`src/rtl/clock_divider_bank.sv`:
```
// clock_divider_bank: multi-channel programmable clock divider.
// Each channel has its own enable, a divisor and a high time. New settings sit in a
// shadow register and are only adopted at a period boundary, while the channel is
// disabled, or on sync. This keeps every period of clock_out whole, with no runt pulses.
module clock_divider_bank #(
  parameter int          CHANNELS    = 4,
  parameter int          CNT_W       = 28,
  parameter int unsigned DEFAULT_DIV = 4_000_000,
  localparam int         CH_W        = (CHANNELS > 1) ? $clog2(CHANNELS) : 1
) (
  input  logic                clock_in,
  input  logic                reset_n,
  input  logic [CHANNELS-1:0] enable,
  input  logic                sync,
  input  logic                cfg_wr,
  input  logic [CH_W-1:0]     cfg_ch,
  input  logic [CNT_W-1:0]    cfg_div,
  input  logic [CNT_W-1:0]    cfg_high,
  output logic                cfg_ack,
  output logic [CHANNELS-1:0] clock_out,
  output logic [CHANNELS-1:0] tick
);

  localparam logic [CNT_W-1:0] DEF_DIV  = CNT_W'(DEFAULT_DIV);
  localparam logic [CNT_W-1:0] DEF_HIGH = CNT_W'(DEFAULT_DIV / 2);
  localparam logic [CNT_W-1:0] MIN_DIV  = CNT_W'(2);
  localparam logic [31:0]      CH_LIMIT = 32'(CHANNELS);

  // Reset asserts asynchronously, but the release is retimed onto clock_in
  logic [1:0] rst_sync_q;
  logic       rst_core_n;

  // Two-flop release synchronizer for the core reset
  always_ff @(posedge clock_in or negedge reset_n) begin
    if (!reset_n) begin
      rst_sync_q <= 2'b00;
    end else begin
      rst_sync_q <= {rst_sync_q[0], 1'b1};
    end
  end

  assign rst_core_n = rst_sync_q[1];

  // The requested settings are clamped once, at write time. This lets the channels
  // assume div >= 2 and high <= div.
  logic [CNT_W-1:0] div_clamp;
  logic [CNT_W-1:0] high_clamp;
  logic             ch_valid;

  assign div_clamp  = (cfg_div < MIN_DIV) ? MIN_DIV : cfg_div;
  assign high_clamp = (cfg_high > div_clamp) ? div_clamp : cfg_high;
  assign ch_valid   = (32'(cfg_ch) < CH_LIMIT);

  logic cfg_ack_q;

  // Every write strobe is acknowledged one cycle later, even when it was dropped
  always_ff @(posedge clock_in or negedge rst_core_n) begin
    if (!rst_core_n) begin
      cfg_ack_q <= 1'b0;
    end else begin
      cfg_ack_q <= cfg_wr;
    end
  end

  assign cfg_ack = cfg_ack_q;

  for (genvar gi = 0; gi < CHANNELS; gi++) begin : g_ch
    logic [CNT_W-1:0] div_a_q, div_a_d;
    logic [CNT_W-1:0] high_a_q, high_a_d;
    logic [CNT_W-1:0] div_s_q, div_s_d;
    logic [CNT_W-1:0] high_s_q, high_s_d;
    logic             pend_q, pend_d;
    logic [CNT_W-1:0] cnt_q, cnt_d;
    logic             clk_q, clk_d;
    logic             tick_q, tick_d;

    logic             wrap;
    logic             hold;
    logic             apply;
    logic             wr_hit;
    logic [CNT_W-1:0] div_eff;
    logic [CNT_W-1:0] high_eff;
    logic [CNT_W-1:0] cnt_nxt;

    assign wrap     = (cnt_q >= div_a_q - 1'b1);
    assign hold     = sync || !enable[gi];
    // The shadow may only be adopted where no period is in progress on the output
    assign apply    = pend_q && (hold || wrap);
    assign wr_hit   = cfg_wr && ch_valid && (cfg_ch == CH_W'(gi));
    assign div_eff  = apply ? div_s_q : div_a_q;
    assign high_eff = apply ? high_s_q : high_a_q;
    assign cnt_nxt  = wrap ? '0 : cnt_q + 1'b1;

    // Next-state logic: adopt the shadow, then advance or park the counter,
    // then latch any new write into the shadow.
    always_comb begin
      div_a_d  = div_a_q;
      high_a_d = high_a_q;
      div_s_d  = div_s_q;
      high_s_d = high_s_q;
      pend_d   = pend_q;
      cnt_d    = cnt_q;
      clk_d    = clk_q;
      tick_d   = tick_q;

      if (apply) begin
        div_a_d  = div_s_q;
        high_a_d = high_s_q;
        pend_d   = 1'b0;
      end

      if (hold) begin
        // Parking at div-1 makes the first enabled edge afterwards a wrap
        cnt_d  = div_eff - 1'b1;
        clk_d  = 1'b0;
        tick_d = 1'b0;
      end else begin
        cnt_d  = cnt_nxt;
        clk_d  = (cnt_nxt < high_eff);
        tick_d = wrap;
      end

      // Written after the apply, so a write coinciding with a boundary stays pending
      if (wr_hit) begin
        div_s_d  = div_clamp;
        high_s_d = high_clamp;
        pend_d   = 1'b1;
      end
    end

    // Channel state registers
    always_ff @(posedge clock_in or negedge rst_core_n) begin
      if (!rst_core_n) begin
        div_a_q  <= DEF_DIV;
        high_a_q <= DEF_HIGH;
        div_s_q  <= DEF_DIV;
        high_s_q <= DEF_HIGH;
        pend_q   <= 1'b0;
        cnt_q    <= DEF_DIV - 1'b1;
        clk_q    <= 1'b0;
        tick_q   <= 1'b0;
      end else begin
        div_a_q  <= div_a_d;
        high_a_q <= high_a_d;
        div_s_q  <= div_s_d;
        high_s_q <= high_s_d;
        pend_q   <= pend_d;
        cnt_q    <= cnt_d;
        clk_q    <= clk_d;
        tick_q   <= tick_d;
      end
    end

    assign clock_out[gi] = clk_q;
    assign tick[gi]      = tick_q;
  end

endmodule

```
`config.mk`:
```
export PLATFORM = sky130hd
export DESIGN_NAME = clock_divider_bank
export DESIGN_NICKNAME = d
export VERILOG_FILES = /design/src/rtl/clock_divider_bank.sv
export SDC_FILE = /design/constraint.sdc
export NUM_CORES = 1
export LEC_CHECK = 0
export BUFFER_PORTS_ARGS = -buffer_cell sky130_fd_sc_hd__buf_4
export CAP_MARGIN = 20
export CORE_MARGIN = 2
export CORE_UTILIZATION = 35
export CTS_CLUSTER_DIAMETER = 100
export DETAILED_ROUTE_END_ITERATION = 8
export PLACE_DENSITY = 0.57
export SETUP_SLACK_MARGIN = 0.15
export SLEW_MARGIN = 10
export SYNTH_ARGS = -nofsm -noshare
export SYNTH_HDL_FRONTEND = slang
export SYNTH_SLANG_ARGS = --single-unit
```
`constraint.sdc`:
```
create_clock -name clock_in -period 52.3 [get_ports clock_in]
set_clock_uncertainty 0.05 [all_clocks]
set_input_delay 5.23 -clock clock_in [delete_from_list [all_inputs] [get_ports clock_in]]
set_output_delay 5.23 -clock clock_in [all_outputs]
set_load 0.005 [all_outputs]
```
==> results.py <==
metrics = {
    "critical_path": {
        "setup.worst_path.start_class": "input pin",
        "crit_arrival_ns": 9.93,
        "end_kind": "register",
        "path_max_fanout": 49,
        "path_class": "input pin to register",
        "required_ns": 52.78,
    },
    "placed_design": {
        "gp_congestion": 0.899,
        "port_buffers": 74,
        "dpl_worst_slack_ns": 42.29,
        "hpwlAfterDp_um": 79400,
    },
    "synthesis": {
        "ys_seq_area_frac": 0.425,
        "synth-edff-count": 0,
        "syn_area_per_cell_um2": 9.41,
        "synth_area_um2": 34300,
        "synth_fp_nets": 3974,
        "yosysWarnings": 0,
        "synth_largest_area_cell": "dfrtp_1",
        "ys_ff_latch": 575,
        "netlist_top_cells_count": "nor2_1 (410), dfrtp_1 (407), nand2_1 (337), ha_1 (260), o21ai_0 (254)",
        "async_flop_share": 1.00,
        "synthCells": 3648,
        "synth_most_common_cell": "nor2_1",
        "ys.flop_type": "dfrtp_1",
        "synth_area_leaders": "dfrtp_1 (30%), dfstp_2 (13%), ha_1 (9.5%)",
        "synth_cell_types": 68,
        "yosys.area.top_type_share": 0.297,
    },
    "clock_network": {
        "h-tree-depth": 3,
        "insertion_delay_ns": 0.62,
        "cts_resized": 0,
        "holdBufCountCts": 0,
        "cts.clk_slew.worst_paths_ns": 0.06,
        "cts_buffer_depth": 3,
        "cts_tree": "built",
        "cts_made_buffers": 66,
        "cts.sinks": 575,
        "cts_setup_buffers": 0,
        "root_buffer": "clkbuf_16",
    },
    "flow_run": {
        "max-cap-violations": 0,
    },
    "pwr": {
        "power.density_nw_per_um2": 59.5,
        "p_leak_nw": 17.5,
        "clkPwrFrac": 0.211,
        "p_comb_frac": 0.437,
        "vdd_ir_drop_max_uv": 31.5,
        "switching_share": 0.412,
        "power_frac_seq": 0.353,
        "total_power_mw": 2.30,
        "power.internal_mw": 1.35,
        "p_sw_mw": 0.945,
    },
    "drt": {
        "drt_iter0_drc": 1939,
        "drc_errors": 0,
        "wl_per_cell_um": 21.4,
        "vias": 26847,
        "routed_wirelength_um": 107000,
        "ant_nets": 0,
        "firstDrtPassIters": 6,
        "viasPerCell": 5.35,
    },
    "cells_and_area": {
        "syn_to_final_growth_pct": 12.5,
        "fillers": 9658,
        "final_nets": 4008,
        "drive_above_1_share": 0.145,
    },
    "hold_path": {
        "hold_class": "register to register",
    },
    "floorplan": {
        "fp.coreArea_um2": 97000,
        "die_x_um": 317,
        "die_area_um2": 101000,
        "start_util": 0.354,
        "rows": 114,
        "die_y_um": 317,
        "io_pins": 75,
    },
    "timing": {
        "fmax_mhz": 106,
        "tightest_slew_ns": 1.00,
        "slew_viol_final": 0,
        "setup_ws_ns": 42.86,
        "fin_crit_ns": 9.44,
        "slew_headroom": 0.333,
        "setup_viol": 0,
        "fin_setup_tns_ns": 0,
        "finalCritPeriodShare": 0.181,
        "rsz0062_at_grt": "no",
        "hold_violations": 0,
    },
    "global_routing": {
        "grt_usage": 0.214,
        "grt_pass1_wl_um": 162000,
        "grt_max_degree": 160,
        "grt_pass1_vias": 25847,
        "antenna_found_initial": 15,
        "grt.overflow.total": 0,
    },
    "run_status": {
        "outcome": "finished clean",
    },
}
## area by class of cell
class	instances	area [um^2]	area share
multi-input combinational	2730	18400	0.478
sequential	575	14600	0.378
clock buffer	98	1890	0.0491
tap	1276	1600	0.0413
timing repair buffer	114	998	0.0259
inverter	195	732	0.0190
clock inverter	23	339	0.00878
antenna	3	7.51	0.000194
## logic make-up after synthesis
group                      Yosys count  synth area share
adders and majority gates          260            0.0948
muxes                              300            0.0922
xor gates and xnor gates           299            0.0763
AOI/OAI and AO/OA                  609             0.101
other                                1          0.000109
DFF                                575             0.425
buffers and inverters              343            0.0397
and+or+nand+nor                   1261             0.171
## per-layer routing
| metal | GRT usage | part of all wire | up-vias |
|---|---|---|---|
| met1 | 0.302 | 0.46 | 13173 |
| met3 | 0.0427 | 0.069 | 125 |
| li1 | - | - | 12794 |
| met5 | 0 | 0.00050 | - |
| met4 | 0.0554 | 0.021 | 10 |
| met2 | 0.334 | 0.45 | 745 |
## state kept, by name, indices dropped and copies added, names as in the netlist, 4 cells and up
| signal | flops |
|---|---|
| g_ch.high_a_q | 112 |
| g_ch.tick_q | 4 |
| g_ch.div_a_q | 112 |
| g_ch.pend_q | 4 |
| g_ch.cnt_q | 112 |
| g_ch.div_s_q | 112 |
| g_ch.high_s_q | 112 |
| g_ch.clk_q | 4 |
## through the flow
stage / hold WS, ns / cell area, um^2 / utilization / std cells
after global placement: 0.292 / 36200 / 0.373 / 4882
final: 0.307 / 38600 / 0.398 / 5014
after CTS: 0.308 / 38500 / 0.397 / 5005
after floorplan: 0.281 / 34300 / - / 3648
after detailed placement: 0.289 / 36200 / 0.374 / 4884
after global routing: 0.325 / 38600 / 0.398 / 5011
## worst paths after layout
check | startpoint | endpoint | slack, ns | cells after the start
min in group asynchronous | rst_sync_q[1]$_DFF_PN0_ | g_ch[2].div_s_q[10]$_DFFE_PN0P_ | 0.39 | 0
max reg2reg | g_ch[3].div_a_q[0]$_DFF_PN0_ | g_ch[3].cnt_q[24]$_DFF_PN0_ | 44.57 | 22
max in group asynchronous | reset_n | rst_sync_q[1]$_DFF_PN0_ | 47.77 | 1
max | sync | g_ch[2].clk_q$_DFF_PN0_ | 42.86 | 19
min reg2reg | rst_sync_q[0]$_DFF_PN0_ | rst_sync_q[1]$_DFF_PN0_ | 0.31 | 0
min | rst_sync_q[0]$_DFF_PN0_ | rst_sync_q[1]$_DFF_PN0_ | 0.31 | 0
## worst max-delay path, cell delays in order
cell and delay, ns:
buf_4 0.18, nand2b_1 0.16, buf_4 0.24, nor2_1 0.13
nand4_1 0.16, o21ai_4 0.66, buf_4 0.39, buf_4 0.64
mux2i_1 0.35, ha_1 0.28, a21o_1 0.18, a21o_1 0.17
a21o_1 0.17, a21o_1 0.17, a21oi_1 0.19, o21ai_0 0.09
o21ai_0 0.19, nand3_1 0.11, a31oi_1 0.14
## power by group through the flow
stage	clock network, mW	registers, mW	logic, mW
floorplan	0	0.754	0.748
global placement	0	0.813	0.977
detailed placement	0	0.815	0.994
CTS	0.493	0.809	1.00
global route	0.512	0.831	1.14
finish	0.484	0.810	1.00
## cell usage in the layout (no fill, tap or decap), types with 117 or more instances in the layout
cell     count
xor2_1     146
dfrtp_1    406
nor2_1     409
a31oi_1    117
ha_1       260
xnor2_1    153
a21oi_1    147
o21ai_0    253
mux2i_1    176
dfstp_2    168
inv_1      195
nand2_1    337
mux2_2     122
Note: power is estimated with default switching activity, not from simulation.
